File: src/rtl/ram_arbiter.sv
// ram_arbiter: round-robin arbiter sharing one single-port data RAM between
// the CPU data port (master 0) and the DMA/loader port (master 1).
// An optional lock lets the current owner keep the RAM for a burst. While the
// other master is waiting, a burst is capped at MAX_BURST accesses.
module ram_arbiter #(
    parameter int unsigned MAX_BURST = 8
) (
    input  logic        clk,
    input  logic        rst,
    input  logic        m0_req,
    input  logic        m1_req,
    input  logic        m0_we,
    input  logic        m1_we,
    input  logic        m0_lock,
    input  logic        m1_lock,
    input  logic [31:0] m0_addr,
    input  logic [31:0] m1_addr,
    input  logic [31:0] m0_wdata,
    input  logic [31:0] m1_wdata,
    output logic        m0_ack,
    output logic        m1_ack,
    output logic [31:0] m0_rdata,
    output logic [31:0] m1_rdata,
    output logic        m0_gnt,
    output logic        m1_gnt,
    output logic        ram_we,
    output logic [31:0] ram_addr,
    output logic [31:0] ram_din,
    input  logic [31:0] ram_dout
);

    typedef enum logic [1:0] {
        IDLE = 2'd0,
        GNT0 = 2'd1,
        GNT1 = 2'd2
    } state_t;

    localparam logic [8:0] BURST_LIMIT = 9'(MAX_BURST);

    state_t     state_q, state_d;
    logic       last_q, last_d;      // master served most recently
    logic [7:0] bcnt_q, bcnt_d;      // consecutive accesses retained by owner
    logic [8:0] bcnt_inc;            // bcnt + 1 without wrap, for the limit test
    logic       limit_hit;
    logic       retained;

    // The grant is purely a decode of the registered state.
    assign m0_gnt = (state_q == GNT0);
    assign m1_gnt = (state_q == GNT1);

    assign m0_ack = m0_gnt & m0_req;
    assign m1_ack = m1_gnt & m1_req;

    // Read data is steered only to the owner; the other master sees zero.
    assign m0_rdata = m0_gnt ? ram_dout : 32'd0;
    assign m1_rdata = m1_gnt ? ram_dout : 32'd0;

    assign bcnt_inc  = {1'b0, bcnt_q} + 9'd1;
    assign limit_hit = (bcnt_inc >= BURST_LIMIT);

    // RAM port mux: the owner drives the RAM, everything is zero when idle.
    // A write needs an active request so a dropped req never commits.
    always_comb begin
        ram_we   = 1'b0;
        ram_addr = 32'd0;
        ram_din  = 32'd0;
        if (m0_gnt) begin
            ram_we   = m0_we & m0_req;
            ram_addr = m0_addr;
            ram_din  = m0_wdata;
        end else if (m1_gnt) begin
            ram_we   = m1_we & m1_req;
            ram_addr = m1_addr;
            ram_din  = m1_wdata;
        end
    end

    // Next-owner decision from the current requests, lock and burst count.
    always_comb begin
        state_d = state_q;
        case (state_q)
            IDLE: begin
                if (m0_req && m1_req) begin
                    // Tie goes to whichever master was not served last.
                    state_d = last_q ? GNT0 : GNT1;
                end else if (m0_req) begin
                    state_d = GNT0;
                end else if (m1_req) begin
                    state_d = GNT1;
                end else begin
                    state_d = IDLE;
                end
            end
            GNT0: begin
                if (m1_req) begin
                    // Keep the RAM only for a locked, still-requesting owner
                    // that has not yet used up its burst allowance.
                    if (m0_req && m0_lock && !limit_hit) state_d = GNT0;
                    else                                 state_d = GNT1;
                end else begin
                    state_d = m0_req ? GNT0 : IDLE;
                end
            end
            GNT1: begin
                if (m0_req) begin
                    if (m1_req && m1_lock && !limit_hit) state_d = GNT1;
                    else                                 state_d = GNT0;
                end else begin
                    state_d = m1_req ? GNT1 : IDLE;
                end
            end
            default: state_d = IDLE;
        endcase
    end

    // Bookkeeping for fairness: who was served last and how long the burst is.
    always_comb begin
        last_d = last_q;
        if (m0_ack)      last_d = 1'b0;
        else if (m1_ack) last_d = 1'b1;

        retained = (state_q != IDLE) && (state_d == state_q);
        bcnt_d   = 8'd0;
        if (retained) begin
            if (m0_ack || m1_ack) bcnt_d = (bcnt_q == 8'hFF) ? bcnt_q : bcnt_q + 8'd1;
            else                  bcnt_d = bcnt_q;
        end
    end

    // State registers; reset forces IDLE at once so any write is cut off.
    always_ff @(posedge clk or posedge rst) begin
        if (rst) begin
            state_q <= IDLE;
            last_q  <= 1'b1;
            bcnt_q  <= 8'd0;
        end else begin
            state_q <= state_d;
            last_q  <= last_d;
            bcnt_q  <= bcnt_d;
        end
    end

endmodule

File: config.mk
export PLATFORM = sky130hd
export DESIGN_NAME = ram_arbiter
export DESIGN_NICKNAME = d
export VERILOG_FILES = /design/src/rtl/ram_arbiter.sv
export SDC_FILE = /design/constraint.sdc
export NUM_CORES = 1
export LEC_CHECK = 0
export CORE_AREA = 8 8 111 113
export CTS_CLUSTER_DIAMETER = 50
export DETAILED_ROUTE_END_ITERATION = 8
export DIE_AREA = 0 0 119 121
export PLACE_DENSITY = 0.73
export SLEW_MARGIN = 10
export SYNTH_ARGS = -nofsm -noshare
export SYNTH_HDL_FRONTEND = slang
export SYNTH_SLANG_ARGS = --single-unit
File: constraint.sdc
create_clock -name clk -period 1.85 [get_ports clk]
set_clock_uncertainty 0.2 [all_clocks]
set_input_delay 0.4625 -clock clk [delete_from_list [all_inputs] [get_ports clk]]
set_output_delay 0.4625 -clock clk [all_outputs]
set_load 0.01 [all_outputs]
After elaboration in Yosys (flattened, before gate mapping)
Cells that the tools add are included.

Add/subtract/negate cells: 2. Multiply operators: 0. Shift operators: 0. Order comparisons: 1. Divide/modulo/power cells: 0. Eq/ne operators: 6. Reductions and logical operators: 12. Bitwise logic cells: 4. Mux-type cells: 23.

Operators by type and width (count): two-way mux 32 bit (6); two-way mux 8 bit (3); two-way mux 2 bit (8); adder 8 x 1 -> 9 bit (second input constant) (1); greater-or-equal comparator 9 x 4 -> 1 bit (second input constant) (1); adder 8 x 1 -> 8 bit (second input constant) (1); equality test 8 bit (second input constant) (1); logical AND 1 bit (6); case mux 2 bit (3 select lines) (1); two-way mux 1 bit (5); bitwise AND 1 bit (4); nonzero test 2 bit (2); equality test 2 x 1 -> 1 bit (second input constant) (1); equality test 2 bit (1); equality test 2 bit (second input constant) (1); zero test 2 bit (1); != test 2 x 1 -> 1 bit (second input constant) (1); != test 2 bit (second input constant) (1); AND reduction 2 bit (1); zero test 1 bit (1); logical OR 1 bit (1).

Register bits after elaboration: 11. ROM bits: 0. Logic and storage cells: 51. Output and inout port bits: 133. Input port bits: 168. Memories: 0. Latch bits: 0. RAM bits: 0.

Longest topological paths before layout
Word-level depth: 11. Mapped depth: 5. Depth with buffers taken out: 5.

Worst setup path before layout
Ideal clock, no wire load.

Kind: reg2out. Start: reg state_q[0]. End: out ram_addr[10]. Stages on the path, launching flop included: 6. Data arrival time: 1.383 ns. Setup slack: -0.195 ns. Required time: 1.187 ns. Path buffers: 3. Cell sequence: dfrtp_1 nor2b_1 clkbuf_8 buf_2 buf_1 a22o_1.

Longest elaborated chain between the ends: 3. Elaborated cells on any way between the ends: 4. Those cells by class: 2 x eq/ne; 2 x mux.

Ends and longest elaborated chain: start: declaration (line 40) `state_t state_q, state_d;`; start signal: assignment (line 137) `state_q <= state_d;`; equality test 2 bit (line 49) `assign m1_gnt = (state_q == GNT1);`; two-way mux 32 bit (line 71) `end else if (m1_gnt) begin`; two-way mux 32 bit (*) (line 67) `if (m0_gnt) begin`; end: declaration (line 27) `output logic [31:0] ram_addr,`.

Mark *: on every way between the ends. The rest lies on a longest branch, timed or not.

Worst setup path after layout
Start: reg state_q[1]. End: out ram_addr[2].

The elaborated chain is that of the path after synthesis.

==> flow_summary_export.csv <==
group,metric,value,unit
cts,cts_root_buffer,"clkbuf_8",
setup_path,worstPathBufferInverterCount,4,
floorplanning,rows,38,
grt,grt_start_max_net_pins,19,
finish,nets,752,
timing,rsz0062_at_grt,"true",
logic_synthesis,synth_edf_count,0,
placed_design,numPortBuffers,300,
cts,clk_pin_slew,0.05,ns
cts,ctsLongestPathBuffers,2,
placed_design,gp_congestion,0.913,
timing,max_slew_margin,0.700,
logic_synthesis,syn_avg_cell_area,8.01,sq um
flow_run,drv_cap,0,
grt,grt_pass1_wl,23.5,mm
cts,hold_buffers,0,
logic_synthesis,synthCells,228,
timing,fin_crit,2.27,ns
logic_synthesis,ys_seq_elements,11,
logic_synthesis,ys_seq_area_frac,0.151,
timing,post-route-period-util,1.23,
detailed_routing,vias_per_cell,4.68,
timing,slew_viol_final,0,
setup_path,crit_type,"flip-flop to output pin",
cts,cts_sinks,11,
cts,clk_latency,0.24,ns
power,leakagePower,0.00278,uW
logic_synthesis,async_flop_share,1.00,
logic_synthesis,yosysTopAreaCell,"a22o_1",
setup_path,critical_path.max_stage_delay,0.43,ns
status,status,"finished, violations left",
finish,syn_to_final_growth,227,%
placed_design,dp.cells,677,
logic_synthesis,ys_types,44,
power,power_density,638,nW/um^2
detailed_routing,num_vias,3391,
finish,postLayoutCoreUtil,0.564,
timing,fin_setup_tns,-44.40,ns
logic_synthesis,ys.warnings.count,0,
placed_design,dpl.hpwl,13.2,mm
cts,cts_made_buffers,3,
detailed_routing,routed_wl,16.9,mm
timing,hold_viol,0,
finish,drive_gt1_frac,0.478,
cts,cts_max_level,1,
floorplanning,io_pins,301,
detailed_routing,drt_iter0_drc,141,
logic_synthesis,synth_top_cell_area_share,0.312,
timing,setup_viol,143,
grt,grt_pass1_vias,3469,
logic_synthesis,synth_area_leaders,"a22o_1, and2_1, dfrtp_1",
logic_synthesis,syn_nets,398,
logic_synthesis,synth_area,1830,sq um
hold_path,hold_class,"flip-flop to flip-flop",
setup_path,startpoint_type,"flip-flop",
detailed_routing,ant_nets,0,
timing,worst_slack,-0.420,ns
floorplanning,die_h,121,microns
logic_synthesis,ys.flop_type,"dfrtp_1",
power,ir_drop,0.313,mV
floorplanning,die_w,119,microns
setup_path,worst_ep_required_time,1.19,ns
detailed_routing,wl_per_cell,23.4,microns
setup_path,cp_top_family,"buffers and inverters",
setup_path,worstPathCellList,"nor2b_4, buf_12, buf_8, clkbuf_16, a22o_1, buf_2",
timing,tightest_slew,0.449,ns
timing,fmax,441,MHz
floorplanning,die_area,14400,sq um
finish,stdcell_count,724,
setup_path,end_kind,"output pin",
floorplanning,core-area,10600,sq um
setup_path,slowest_stage,"dfrtp_2",
detailed_routing,first_pass_iters,4,
grt,grtUsageTotal,0.212,
grt,antenna_found_initial,7,
cts,cts_tree,"done",
grt,grt-ovfl-total,0,
setup_path,worstPathArrival,1.61,ns
timing,whs,0.275,ns
status,violations,"setup timing",
floorplanning,initial_core_util,0.172,
placed_design,post-place-ws,-0.663,ns
setup_path,crit_fanout,7,
detailed_routing,drc,0,
==> per-layer routing <==
layer	up-vias	wire, microns	GRT usage
li1	1575	-	-
met1	1596	6240	0.225
met2	183	8660	0.385
met3	27	1590	0.0926
met4	10	355	0.0356
met5	-	66	0
==> placed cells by master, fill, tap and decap left out, drive strengths merged, types with 3 or more instances in the layout <==
master	n
inv	4
a22o	65
a21oi	9
buf	201
clkdlybuf4s50	165
dfrtp	10
nor2b	4
and2	64
nand3b	4
and3	3
diode	3
nor3	3
clkbuf	7
nand2	7
==> through the flow <==
step           instance area [sq um]  power (uW)
5_1_grt                         5980        4010
6_report                        5980        3810
4_1_cts                         5610        3620
3_5_place_dp                    5260        2920
3_3_place_gp                    5260        2890
2_1_floorplan                   1880        1290
==> cell usage after synthesis, types with 2 or more instances <==
| library cell | count |
|---|---|
| and4_2 | 2 |
| nand3b_1 | 4 |
| clkbuf_1 | 16 |
| o21ai_0 | 2 |
| a21oi_1 | 8 |
| nand2_1 | 7 |
| nor3_2 | 3 |
| buf_1 | 2 |
| a311oi_2 | 2 |
| nor2b_1 | 3 |
| ha_1 | 2 |
| and2_1 | 64 |
| buf_2 | 3 |
| inv_1 | 3 |
| dfrtp_1 | 10 |
| and3_2 | 2 |
| nand3_1 | 2 |
| o22ai_1 | 2 |
| a22o_1 | 65 |
| nor2_1 | 2 |
==> worst min-delay path, delay by kind of cell, from the launching register on <==
family / cells / cell delay [ns]
DFF: 1 / 0.37
and+or+nand+nor: 2 / 0.10
==> final timing paths <==
check | startpoint | end | slack (ns) | depth (start not counted)
max in group asynchronous | rst | last_q | 0.79 | 2
setup reg to reg | state_q[1] | bcnt_q[5] | -0.21 | 9
hold reg to reg | last_q | last_q | 0.27 | 2
hold / removal | last_q | last_q | 0.27 | 2
min in group asynchronous | rst | bcnt_q[7] | 0.33 | 2
setup / recovery | state_q[1] | ram_addr[2] | -0.42 | 6
==> state kept, by name, indices dropped and copies added, names as in the netlist <==
| signal | count |
|---|---|
| bcnt_q | 8 |
| last_q | 1 |
| state_q | 2 |
==> layout make-up <==
class                      instances  area [sq um]
timing repair buffer             371          3840
tap                              140           175
antenna                            3          7.51
inverter                           4          15.0
clock buffer                       4          45.0
fill                             950          4620
multi-input combinational        191          1620
sequential                        11           278
==> logic make-up after synthesis <==
kind of cell,Yosys count,share of synthesized area
AND/OR/NAND/NOR,99,0.348
AO/OA/AOI/OAI,88,0.415
buffers and inverters,26,0.0610
flip-flops,11,0.151
adder cells (fa/ha/maj),2,0.0137
XOR/XNOR,1,0.00480
multiplexers,1,0.00548
==> timing repair <==
action | in CTS | in global routing
gates resized for setup | 653 | 88
endpoints found under the setup margin | 142 | 143
gates cloned | 12 | 3
pin swaps | 48 | 34
endpoints found under the hold margin | 0 | 0
setup buffers | 21 | 13
==> where the power goes <==
group          internal [uW]  leakage (uW)  total [uW]  switching, uW
Clock                    151     0.0000228         243           91.7
Sequential               272      0.000146         291           19.7
Combinational           1980       0.00261        3280           1300
Total                   2400       0.00278        3810           1410
No activity file was read; power rests on OpenSTA's default activity.
